===== src/rtl/axis_bram_writer.sv =====
// axis_bram_writer
// ----------------
// AXI-Stream slave that loads one D2Q9 lattice frame into the nine
// per-direction distribution BRAMs. Every accepted beat carries the nine
// 16-bit directions of one pixel. Beats are written to addresses
// 0..DEPTH-1 in arrival order, one cycle after the handshake.
//
// Ports
//   clk, rst_n         clock, asynchronous active-low reset
//   frame_start        one-cycle pulse, arms reception of one frame (IDLE only)
//   s_tdata            {n, null, ne, e, se, s, sw, w, nw}, n in the top bits
//   s_tvalid, s_tlast  stream valid / last
//   s_tready           stream ready (high in RECV and DRAIN)
//   wr_en, wr_addr     common write strobe and address for all nine BRAMs
//   n .. nw            per-direction write data; holds while wr_en is low
//   busy               frame armed and not yet terminated
//   frame_done         one-cycle pulse when the frame terminates
//   err_early_tlast    sticky: s_tlast before pixel DEPTH-1
//   err_missing_tlast  sticky: pixel DEPTH-1 without s_tlast
//
// Handshake: a beat transfers on a rising clk edge where s_tvalid and
// s_tready are both high; s_tready depends only on the FSM state, never
// on s_tvalid, and the source must hold s_tdata/s_tlast stable while
// s_tvalid is high and s_tready is low.

module axis_bram_writer #(
  parameter int DATA_WIDTH    = 16,
  parameter int DEPTH         = 2500,
  parameter int ADDRESS_WIDTH = 12
) (
  input  logic                     clk,
  input  logic                     rst_n,
  input  logic                     frame_start,
  input  logic [9*DATA_WIDTH-1:0]  s_tdata,
  input  logic                     s_tvalid,
  input  logic                     s_tlast,
  output logic                     s_tready,
  output logic                     wr_en,
  output logic [ADDRESS_WIDTH-1:0] wr_addr,
  output logic [DATA_WIDTH-1:0]    n,
  output logic [DATA_WIDTH-1:0]    null_d,
  output logic [DATA_WIDTH-1:0]    ne,
  output logic [DATA_WIDTH-1:0]    e,
  output logic [DATA_WIDTH-1:0]    se,
  output logic [DATA_WIDTH-1:0]    s,
  output logic [DATA_WIDTH-1:0]    sw,
  output logic [DATA_WIDTH-1:0]    w,
  output logic [DATA_WIDTH-1:0]    nw,
  output logic                     busy,
  output logic                     frame_done,
  output logic                     err_early_tlast,
  output logic                     err_missing_tlast
);

  localparam logic [ADDRESS_WIDTH-1:0] LAST_ADDR = ADDRESS_WIDTH'(DEPTH - 1);

  typedef enum logic [1:0] {
    IDLE  = 2'd0,
    RECV  = 2'd1,
    DRAIN = 2'd2,
    DONE  = 2'd3
  } state_t;

  state_t                     state_q;
  logic [ADDRESS_WIDTH-1:0]   cnt_q;
  logic [ADDRESS_WIDTH-1:0]   cnt_d;
  logic [ADDRESS_WIDTH-1:0]   wr_addr_q;
  logic [9*DATA_WIDTH-1:0]    data_q;
  logic                       tready_q;
  logic                       wr_en_q;
  logic                       busy_q;
  logic                       done_q;
  logic                       err_early_q;
  logic                       err_missing_q;
  logic                       hs;
  logic                       at_last;

  always_comb begin
    hs      = s_tvalid && tready_q;
    at_last = (cnt_q == LAST_ADDR);
    cnt_d   = cnt_q + 1'b1;
  end

  always_ff @(posedge clk or negedge rst_n) begin
    if (!rst_n) begin
      state_q       <= IDLE;
      cnt_q         <= '0;
      wr_addr_q     <= '0;
      data_q        <= '0;
      tready_q      <= 1'b0;
      wr_en_q       <= 1'b0;
      busy_q        <= 1'b0;
      done_q        <= 1'b0;
      err_early_q   <= 1'b0;
      err_missing_q <= 1'b0;
    end else begin
      // Strobes default low; only a handshake or DONE raises them.
      wr_en_q <= 1'b0;
      done_q  <= 1'b0;
      unique case (state_q)
        IDLE: begin
          if (frame_start) begin
            state_q       <= RECV;
            cnt_q         <= '0;
            err_early_q   <= 1'b0;
            err_missing_q <= 1'b0;
            busy_q        <= 1'b1;
            tready_q      <= 1'b1;
          end
        end
        RECV: begin
          if (hs) begin
            wr_en_q   <= 1'b1;
            wr_addr_q <= cnt_q;
            data_q    <= s_tdata;
            if (at_last) begin
              // The counter stays at DEPTH-1 so no later write can
              // ever go beyond the BRAM.
              if (s_tlast) begin
                state_q  <= DONE;
                tready_q <= 1'b0;
              end else begin
                err_missing_q <= 1'b1;
                state_q       <= DRAIN;
              end
            end else begin
              cnt_q <= cnt_d;
              if (s_tlast) begin
                err_early_q <= 1'b1;
                state_q     <= DONE;
                tready_q    <= 1'b0;
              end
            end
          end
        end
        DRAIN: begin
          // Surplus beats are swallowed until the source closes the packet.
          if (hs && s_tlast) begin
            state_q  <= DONE;
            tready_q <= 1'b0;
          end
        end
        DONE: begin
          done_q  <= 1'b1;
          busy_q  <= 1'b0;
          state_q <= IDLE;
        end
        default: begin
          state_q  <= IDLE;
          tready_q <= 1'b0;
        end
      endcase
    end
  end

  assign s_tready          = tready_q;
  assign wr_en             = wr_en_q;
  assign wr_addr           = wr_addr_q;
  assign busy              = busy_q;
  assign frame_done        = done_q;
  assign err_early_tlast   = err_early_q;
  assign err_missing_tlast = err_missing_q;

  assign n      = data_q[8*DATA_WIDTH +: DATA_WIDTH];
  assign null_d = data_q[7*DATA_WIDTH +: DATA_WIDTH];
  assign ne     = data_q[6*DATA_WIDTH +: DATA_WIDTH];
  assign e      = data_q[5*DATA_WIDTH +: DATA_WIDTH];
  assign se     = data_q[4*DATA_WIDTH +: DATA_WIDTH];
  assign s      = data_q[3*DATA_WIDTH +: DATA_WIDTH];
  assign sw     = data_q[2*DATA_WIDTH +: DATA_WIDTH];
  assign w      = data_q[1*DATA_WIDTH +: DATA_WIDTH];
  assign nw     = data_q[0*DATA_WIDTH +: DATA_WIDTH];

endmodule

===== config.mk =====
export PLATFORM = sky130hd
export DESIGN_NAME = axis_bram_writer
export DESIGN_NICKNAME = d
export VERILOG_FILES = /design/src/rtl/axis_bram_writer.sv
export SDC_FILE = /design/constraint.sdc
export NUM_CORES = 1
export LEC_CHECK = 0
export CAP_MARGIN = 20
export CORE_ASPECT_RATIO = 2
export CORE_MARGIN = 3
export CORE_UTILIZATION = 30
export DETAILED_ROUTE_END_ITERATION = 8
export DONT_BUFFER_PORTS = 1
export GPL_TIMING_DRIVEN = 0
export HOLD_SLACK_MARGIN = 0.06
export PLACE_DENSITY = 0.53
export SLEW_MARGIN = 25
export SYNTH_ARGS = -nofsm -noshare
export SYNTH_HDL_FRONTEND = slang
export SYNTH_SLANG_ARGS = --single-unit

===== constraint.sdc =====
create_clock -name clk -period 5.8 [get_ports clk]
set_input_delay 1.16 -clock clk [delete_from_list [all_inputs] [get_ports clk]]
set_output_delay 1.16 -clock clk [all_outputs]
set_load 0.01 [all_outputs]

==> out/metrics.json, run 1 <==
{
  "crit-reg2reg-capture": {"value": "data_q[51]"},
  "worst_ir_drop_vdd": {"value": 0.246, "unit": "mV"},
  "diodes_inserted": {"value": 0},
  "vias": {"value": 5044},
  "crit_fanout": {"value": 10},
  "p_leak": {"value": 4.12, "unit": "nW"},
  "detailed_place_hpwl": {"value": 15.0, "unit": "mm"},
  "drt-wirelength-per-cell": {"value": 18.6, "unit": "µm"},
  "grt_start_max_net_pins": {"value": 177},
  "yosysSeqAreaShare": {"value": 0.638},
  "std_cell_rows": {"value": 77},
  "maxSlewViolCount": {"value": 0},
  "outcome": {"value": "completed"},
  "post_cts_resize_count": {"value": 0},
  "seq_power_share": {"value": 0.557},
  "clkPwrFrac": {"value": 0.260},
  "max_clock_freq": {"value": 388, "unit": "MHz"},
  "endpoint_kind": {"value": "flip-flop"},
  "die_width": {"value": 113, "unit": "µm"},
  "initial_utilization": {"value": 0.309},
  "drive_gt1_frac": {"value": 0.0410},
  "ys.warnings.count": {"value": 0},
  "wirelength_met1": {"value": 6.92, "unit": "mm"},
  "tritoncts": {"value": "done"},
  "synthDistinctLibCells": {"value": 37},
  "number_of_global_route_vias_before_repair": {"value": 5212},
  "portBuffers": {"value": 0},
  "crit_path_end": {"value": "data_q[51]"},
  "synth_top_area_share": {"value": 0.638},
  "post-synth-top-area-cell": {"value": "sky130_fd_sc_hd__dfrtp_1"},
  "hold_class": {"value": "in2async"},
  "maxCapViolCount": {"value": 0},
  "drtAntennaViolNets": {"value": 0},
  "clkSinkCount": {"value": 176},
  "cts_setup_buffers": {"value": 0},
  "postPlaceCellArea": {"value": 7250, "unit": "µm²"},
  "power.switching_fraction": {"value": 0.378},
  "nets": {"value": 947},
  "detail_route.first_pass.iterations": {"value": 4},
  "global_route_wire_length_before_repair": {"value": 29.7, "unit": "mm"},
  "power_density": {"value": 539, "unit": "nW/µm²"},
  "totalNegativeSetupSlack": {"value": 0, "unit": "ns"},
  "cts_buffers": {"value": 17},
  "finClkSkew": {"value": 0.00707, "unit": "ns"},
  "detail_route.iter0.violations": {"value": 296},
  "net-switching-power": {"value": 0.00159, "unit": "W"},
  "detail_route.drc_violations": {"value": 0},
  "clock_tree_buffer_depth": {"value": 2},
  "synth.ff_latch_count": {"value": 176},
  "clock_tree.htree_level_count": {"value": 4},
  "critical_path_arrival": {"value": 2.95, "unit": "ns"},
  "rrSetupSlack": {"value": 3.22, "unit": "ns"},
  "grt.total_usage": {"value": 0.158},
  "maxUsedRoutingLayer": {"value": "met4"},
  "synth_top_cells_by_area": {"value": "sky130_fd_sc_hd__dfrtp_1 64%, sky130_fd_sc_hd__nand2_1 26%, sky130_fd_sc_hd__clkbuf_1 1.5%"},
  "worst_pin_slew": {"value": 0.693, "unit": "ns"},
  "cts_root_buffer": {"value": "sky130_fd_sc_hd__clkbuf_16"},
  "relSlewSlack": {"value": 0.525},
  "design_area": {"value": 7800, "unit": "µm²"},
  "wl": {"value": 20.1, "unit": "mm"},
  "combined_area_of_all_synthesized_cells": {"value": 6910, "unit": "µm²"},
  "die_area": {"value": 25000, "unit": "µm²"},
  "die_height": {"value": 221, "unit": "µm"},
  "share_of_the_clock_period_used_by_the_worst_path_after_layout": {"value": 0.444},
  "synthesis.instances": {"value": 773},
  "met2_length": {"value": 11.2, "unit": "mm"},
  "io_pins": {"value": 311},
  "fin_crit": {"value": 2.58, "unit": "ns"},
  "tightest_hold_margin": {"value": 0.413, "unit": "ns"},
  "globalRouteOverflowTotal": {"value": 0},
  "area_of_the_core_region": {"value": 22400, "unit": "µm²"},
  "antenna_found_initial": {"value": 0},
  "finalHoldViolCount": {"value": 0},
  "vias_per_cell": {"value": 4.67},
  "gp_congestion": {"value": 0.776},
  "layout-area-overhead-vs-synth": {"value": 13.0, "unit": "%"},
  "wl_met3": {"value": 1.35, "unit": "mm"},
  "hold_fix_buffer_count_after_cts": {"value": 0},
  "setup.worst_path.class": {"value": "reg2reg"},
  "nature_of_the_critical_path_startpoint": {"value": "flip-flop"},
  "mappedNetlistNets": {"value": 928},
  "setup.worst_path.start": {"value": "state_q[1]"},
  "critical_path_required": {"value": 6.17, "unit": "ns"},
  "avgSynthCellArea": {"value": 8.93, "unit": "µm²"},
  "number_of_failing_setup_endpoints_in_the_final_timing_report": {"value": 0},
  "p_comb_frac": {"value": 0.184},
  "rsz0062_at_grt": {"value": "no"},
  "clock_latency": {"value": 0.44, "unit": "ns"},
  "cts.reportedPaths.clkPinSlew": {"value": 0.06, "unit": "ns"},
  "worst-r2r-cell-count": {"value": 9},
  "r2r_start": {"value": "state_q[1]"},
  "power_report.internal_total": {"value": 0.00261, "unit": "W"}
}
## flip-flops by register name, indices dropped and copies added (netlist names), 2 cells and up
name and count:
wr_addr 12, cnt_q 12, data_q 144, state_q 2
## stage by stage
stage | power (W) | util | setup slack [ns] | cells
final | 0.00420 | 0.349 | 3.22 | 1080
after global routing | 0.00450 | 0.349 | 2.86 | 1080
after CTS | 0.00429 | 0.349 | 3.01 | 1080
after detailed placement | 0.00317 | 0.324 | 2.76 | 1049
after global placement | 0.00313 | 0.324 | 2.75 | 1049
after floorplan | 0.00283 | - | 3.61 | 773
## cells by family (layout without fill, tap and decap cells)
group                    Yosys count  after routing  share of synthesized area
multiplexers                       5              5                    0.00743
buffers and inverters             38             69                     0.0208
XOR/XNOR                           4              4                    0.00507
AO/OA/AOI/OAI                     22             22                     0.0225
flip-flops                       176            176                      0.638
AND/OR/NAND/NOR                  522            522                      0.296
adder cells (fa/ha/maj)            6              6                     0.0109
## layout make-up
type,instances,area [µm²]
fillers,2312,14500
flip-flops and latches,176,4400
multi-input cells,559,2360
clock buffers,23,468
well taps,276,345
plain buffers,35,133
clock inverters,8,83.8
inverters,3,11.3
## worst max-delay path: stages (launching register included)
cell and delay, ns:
sky130_fd_sc_hd__dfrtp_1 0.43, sky130_fd_sc_hd__inv_1 0.12, sky130_fd_sc_hd__ha_1 0.14, sky130_fd_sc_hd__buf_2 0.19, sky130_fd_sc_hd__nand3_1 0.24, sky130_fd_sc_hd__inv_1 0.19
sky130_fd_sc_hd__clkbuf_1 0.55, sky130_fd_sc_hd__clkbuf_1 0.47, sky130_fd_sc_hd__nand2_1 0.11, sky130_fd_sc_hd__nand2_1 0.08
## cell usage in the layout (no fill, tap or decap), types with 2 or more instances in the layout
master and count:
sky130_fd_sc_hd__nor4_1 5, sky130_fd_sc_hd__inv_1 3, sky130_fd_sc_hd__nor2_1 11, sky130_fd_sc_hd__clkinvlp_4 3, sky130_fd_sc_hd__nand2b_1 2, sky130_fd_sc_hd__a31oi_1 3
sky130_fd_sc_hd__mux2i_1 4, sky130_fd_sc_hd__or3_1 2, sky130_fd_sc_hd__buf_1 6, sky130_fd_sc_hd__nand3_1 6, sky130_fd_sc_hd__nor2b_1 2, sky130_fd_sc_hd__ha_1 6
sky130_fd_sc_hd__o21ai_0 2, sky130_fd_sc_hd__nor3_1 2, sky130_fd_sc_hd__xnor2_1 4, sky130_fd_sc_hd__nor4b_1 2, sky130_fd_sc_hd__dfrtp_1 176, sky130_fd_sc_hd__clkbuf_8 2
sky130_fd_sc_hd__and4_1 2, sky130_fd_sc_hd__nand2_1 482, sky130_fd_sc_hd__clkbuf_1 32, sky130_fd_sc_hd__a21oi_1 6, sky130_fd_sc_hd__a31o_2 2, sky130_fd_sc_hd__a41o_1 2
sky130_fd_sc_hd__clkbuf_16 17, sky130_fd_sc_hd__clkinv_4 3
## power groups by stage
stage	logic, W	registers [W]	clock network, W
floorplan	0.000625	0.00220	0
global placement	0.000754	0.00238	0
detailed placement	0.000790	0.00238	0
CTS	0.000792	0.00236	0.00114
global route	0.000923	0.00240	0.00118
finish	0.000772	0.00234	0.00109
## Yosys cell counts
master,count
sky130_fd_sc_hd__nand3_1,6
sky130_fd_sc_hd__and4_1,2
sky130_fd_sc_hd__and4b_1,1
sky130_fd_sc_hd__a31o_2,2
sky130_fd_sc_hd__nor4_1,5
sky130_fd_sc_hd__nand2_1,482
sky130_fd_sc_hd__buf_1,6
sky130_fd_sc_hd__o21a_1,1
sky130_fd_sc_hd__xnor2_1,4
sky130_fd_sc_hd__mux2_2,1
sky130_fd_sc_hd__nor3_1,2
sky130_fd_sc_hd__or3_1,2
sky130_fd_sc_hd__a31oi_1,3
sky130_fd_sc_hd__o21ai_0,2
sky130_fd_sc_hd__a211o_1,1
sky130_fd_sc_hd__clkbuf_1,28
sky130_fd_sc_hd__nand3b_1,1
sky130_fd_sc_hd__a21o_1,1
sky130_fd_sc_hd__o41ai_1,1
sky130_fd_sc_hd__ha_1,6
sky130_fd_sc_hd__inv_1,3
sky130_fd_sc_hd__a211oi_1,1
sky130_fd_sc_hd__nand2b_1,2
sky130_fd_sc_hd__dfrtp_1,176
sky130_fd_sc_hd__and3_1,1
sky130_fd_sc_hd__nor4b_1,2
sky130_fd_sc_hd__a41o_1,2
sky130_fd_sc_hd__buf_2,1
sky130_fd_sc_hd__nor2b_1,2
sky130_fd_sc_hd__nor3_2,1
sky130_fd_sc_hd__nand4_1,1
sky130_fd_sc_hd__a21oi_1,6
sky130_fd_sc_hd__o31ai_1,1
sky130_fd_sc_hd__nor3b_1,1
sky130_fd_sc_hd__mux2i_1,4
sky130_fd_sc_hd__nor2_1,11
sky130_fd_sc_hd__a21boi_2,1
## layer usage
metal | vias to the layer above | track usage
li1 | 2427 | -
met1 | 2382 | 0.159
met2 | 204 | 0.292
met3 | 31 | 0.0443
met4 | 0 | 0.0846
met5 | - | 0
## worst min-delay path by stage
stage / start / to / slack, ns / depth (start not counted)
2_1_floorplan: cnt_q[11] / wr_addr[11] / 0.48 / 2
3_3_place_gp: cnt_q[11] / wr_addr[11] / 0.52 / 2
3_5_place_dp: cnt_q[11] / wr_addr[11] / 0.52 / 2
4_1_cts: rst_n / data_q[61] / 0.37 / 0
5_1_grt: rst_n / data_q[61] / 0.38 / 0
6_report: rst_n / data_q[57] / 0.41 / 0
Power figures use the tool's default switching activity.
==> run 2, diff against run 1 <==
==> constraint.sdc (replaced) <==
create_clock -name clk -period 2.45 [get_ports clk]
set_input_delay 0.49 -clock clk [delete_from_list [all_inputs] [get_ports clk]]
set_output_delay 0.49 -clock clk [all_outputs]
set_load 0.01 [all_outputs]
==> run 2 against run 1 <==
  * The flow now finishes with violations (hold timing)
  * Clock skew hardly changed
  * First-iteration DRC count is 1.0% higher
  * Largest cell class unchanged
  * Highest routed layer unchanged
  * Total power is 140% higher
  * Clock power is 140% higher
  * Worst setup slack worse by 3.0 ns
  * Fmax is 18% higher
  * Register-to-register slack worse by 3.0 ns
  * Final cell count stayed put
  * Critical path depth is 3 lower
  * Combinational power is 140% higher
==> out/metrics.json, run 2 (same netlist as run 1, synthesis figures left out) <==
{
  "gp_congestion": {"value": 0.776, "change": "unchanged"},
  "drt-wirelength-per-cell": {"value": 18.6, "unit": "µm", "change": "+0.25%"},
  "outcome": {"value": "finished, violations left"},
  "initial_utilization": {"value": 0.309, "change": "unchanged"},
  "wl": {"value": 20.1, "unit": "mm", "change": "+0.25%"},
  "worst_pin_slew": {"value": 0.696, "unit": "ns", "change": "+0.00335 ns"},
  "setup_slack_after_placement": {"value": -0.320, "unit": "ns", "change": "-3.08 ns"},
  "maximum_single_stage_delay_on_the_critical_path": {"value": 0.64, "unit": "ns", "change": "+0.09 ns"},
  "crit_top_cell": {"value": "sky130_fd_sc_hd__mux2i_1"},
  "drive_gt1_frac": {"value": 0.0647, "change": "+0.0236"},
  "global_route_wire_length_before_repair": {"value": 29.7, "unit": "mm", "change": "about the same"},
  "critical_path_required": {"value": 2.81, "unit": "ns", "change": "-3.36 ns"},
  "portBuffers": {"value": 0, "change": "unchanged"},
  "p_leak": {"value": 4.18, "unit": "nW", "change": "+1.5%"},
  "setup_slack": {"value": 0.271, "unit": "ns", "change": "-2.95 ns"},
  "vias": {"value": 5041, "change": "-0.059%"},
  "flip_flop_count_of_the_largest_register_after_layout": {"value": 144, "change": "unchanged"},
  "mostFrequentLayoutCells": {"value": "482 x sky130_fd_sc_hd__nand2_1, 176 x sky130_fd_sc_hd__dfrtp_1, 19 x sky130_fd_sc_hd__clkbuf_2"},
  "registers.top_by_ff_count": {"value": "data_q"},
  "rsz0062_at_grt": {"value": "no"},
  "drtAntennaViolNets": {"value": 0, "change": "unchanged"},
  "clkSinkCount": {"value": 176, "change": "unchanged"},
  "hold_class": {"value": "in2async"},
  "fin_crit": {"value": 2.18, "unit": "ns", "change": "-0.397 ns"},
  "clock_tree_buffer_depth": {"value": 2, "change": "unchanged"},
  "area_of_the_core_region": {"value": 22400, "unit": "µm²", "change": "unchanged"},
  "layout.cells.most_common": {"value": "sky130_fd_sc_hd__nand2_1"},
  "grt_start_max_net_pins": {"value": 177, "change": "unchanged"},
  "globalRouteOverflowTotal": {"value": 0, "change": "unchanged"},
  "maxCapViolCount": {"value": 0, "change": "unchanged"},
  "tritoncts": {"value": "done"},
  "cts_buffers": {"value": 17, "change": "unchanged"},
  "cts.reportedPaths.clkPinSlew": {"value": 0.07, "unit": "ns", "change": "about the same"},
  "die_area": {"value": 25000, "unit": "µm²", "change": "unchanged"},
  "worst_ir_drop_vdd": {"value": 0.584, "unit": "mV", "change": "+140%"},
  "finClkSkew": {"value": 0.00698, "unit": "ns", "change": "-0.0000939 ns"},
  "die_width": {"value": 113, "unit": "µm", "change": "unchanged"},
  "number_of_failing_setup_endpoints_in_the_final_timing_report": {"value": 0, "change": "unchanged"},
  "diodes_inserted": {"value": 0, "change": "unchanged"},
  "detail_route.first_pass.iterations": {"value": 5, "change": "+1"},
  "grt.total_usage": {"value": 0.159, "change": "about the same"},
  "cts_root_buffer": {"value": "sky130_fd_sc_hd__clkbuf_16"},
  "power_density": {"value": 1270, "unit": "nW/µm²", "change": "+140%"},
  "setup.worst_path.class": {"value": "reg2reg"},
  "design_area": {"value": 7830, "unit": "µm²", "change": "+0.30%"},
  "cts_setup_buffers": {"value": 0, "change": "unchanged"},
  "nature_of_the_critical_path_startpoint": {"value": "flip-flop"},
  "clock_latency": {"value": 0.44, "unit": "ns", "change": "about the same"},
  "std_cell_rows": {"value": 77, "change": "unchanged"},
  "final.fill_count": {"value": 2306, "change": "-0.26%"},
  "crit_fanout": {"value": 8, "change": "-2"},
  "number_of_global_route_vias_before_repair": {"value": 5212, "change": "unchanged"},
  "failed_checks": {"value": "hold timing"},
  "io_pins": {"value": 311, "change": "unchanged"},
  "antenna_found_initial": {"value": 0, "change": "unchanged"},
  "endpoint_kind": {"value": "flip-flop"},
  "cpMaxStageDelayCell": {"value": "sky130_fd_sc_hd__mux2i_1"},
  "relSlewSlack": {"value": 0.523, "change": "-0.00229"},
  "nets": {"value": 947, "change": "unchanged"},
  "maxSlewViolCount": {"value": 0, "change": "unchanged"},
  "cell_by_cell_trace_of_the_critical_path": {"value": "inv_1 -> ha_1 -> mux2i_1 -> nor2_1 -> nand2_1 -> mux2i_1"},
  "vias_per_cell": {"value": 4.67, "change": "about the same"},
  "detailed_place_hpwl": {"value": 15.0, "unit": "mm", "change": "unchanged"},
  "path_buf_inv": {"value": 1, "change": "-4"},
  "r2r_start": {"value": "state_q[0]"},
  "critical-path-top-delay-family": {"value": "multiplexers"},
  "critical_path_arrival": {"value": 2.54, "unit": "ns", "change": "-0.41 ns"},
  "max_clock_freq": {"value": 459, "unit": "MHz", "change": "+18%"},
  "detail_route.drc_violations": {"value": 0, "change": "unchanged"},
  "postPlaceCellArea": {"value": 7250, "unit": "µm²", "change": "unchanged"},
  "crit-reg2reg-capture": {"value": "cnt_q[1]"},
  "worst-r2r-cell-count": {"value": 6, "change": "-3"},
  "layout-area-overhead-vs-synth": {"value": 13.3, "unit": "%"},
  "share_of_the_clock_period_used_by_the_worst_path_after_layout": {"value": 0.889, "change": "+0.445"},
  "rrSetupSlack": {"value": 0.27, "unit": "ns", "change": "-2.95 ns"},
  "finalHoldViolCount": {"value": 176, "change": "+176"},
  "clock_tree.htree_level_count": {"value": 4, "change": "unchanged"},
  "die_height": {"value": 221, "unit": "µm", "change": "unchanged"},
  "tightest_hold_margin": {"value": -0.256, "unit": "ns", "change": "-0.669 ns"},
  "detail_route.iter0.violations": {"value": 299, "change": "+1.0%"}
}
run 2: cell count changes in the layout (fill, tap and decap cells not counted):
cell                       previous run  this run
sky130_fd_sc_hd__clkbuf_1            32        16
sky130_fd_sc_hd__clkbuf_2             0        19
sky130_fd_sc_hd__buf_1                6         3
run 2: what timing repair did:
item | 4_1_cts | 5_1_grt
hold endpoints to repair | 176 | 176
endpoints found under the setup margin | 128 | 91
gates resized for setup | 6 | 23
run 2: how the worst max path moves through the flow:
| stage | startpoint | to | slack, ns | cells after the start |
|---|---|---|---|---|
| floorplan | state_q[1] | cnt_q[8] | 0.59 | 7 |
| global placement | state_q[1] | data_q[127] | -0.31 | 9 |
| detailed placement | state_q[1] | data_q[124] | -0.32 | 9 |
| CTS | state_q[1] | data_q[133] | 0.01 | 9 |
| global route | state_q[1] | data_q[0] | 0.01 | 9 |
| finish | state_q[0] | cnt_q[1] | 0.27 | 6 |
run 2: where the power goes:
part	total [W]	switching, W	internal [W]	leakage [nW]
logic	0.00184	0.00115	0.000695	1.67
registers	0.00554	0.00149	0.00406	2.25
clock network	0.00258	0.00114	0.00145	0.259
run 2: layer usage:
layer | track usage | wire length, µm | up-vias
li1 | - | - | 2425
met1 | 0.159 | 6890 | 2384
met2 | 0.292 | 11300 | 202
met3 | 0.0443 | 1400 | 30
met4 | 0.0846 | 598 | 0
met5 | 0 | 0 | -
run 2: stage by stage:
stage	utilization	TNS, ns	total power (W)	cells
detailed placement	0.324	-24.41	0.00750	1049
global route	0.350	0	0.0107	1080
finish	0.350	0	0.00997	1080
CTS	0.349	0	0.0102	1080
global placement	0.324	-20.89	0.00741	1049
floorplan	-	0	0.00669	773
run 2: area by class of cell:
type                            count  area (µm²)  area share
Clock buffer                       23         468      0.0598
Sequential cell                   176        4400       0.563
Inverter                            3        11.3     0.00144
Buffer                             35         156      0.0200
Clock inverter                      8        83.8      0.0107
Multi-Input combinational cell    559        2360       0.301
Tap cell                          276         345      0.0441
==> run 3, diff against run 2 <==
--- a/config.mk
+++ b/config.mk
@@ -14,6 +14,7 @@
 export GPL_TIMING_DRIVEN = 0
 export HOLD_SLACK_MARGIN = 0.06
 export PLACE_DENSITY = 0.53
+export SKIP_LAST_GASP = 1
 export SLEW_MARGIN = 25
 export SYNTH_ARGS = -nofsm -noshare
 export SYNTH_HDL_FRONTEND = slang
==> results of run 3 <==
No change in the layout: final DEF, timing and power equal those of run 2.
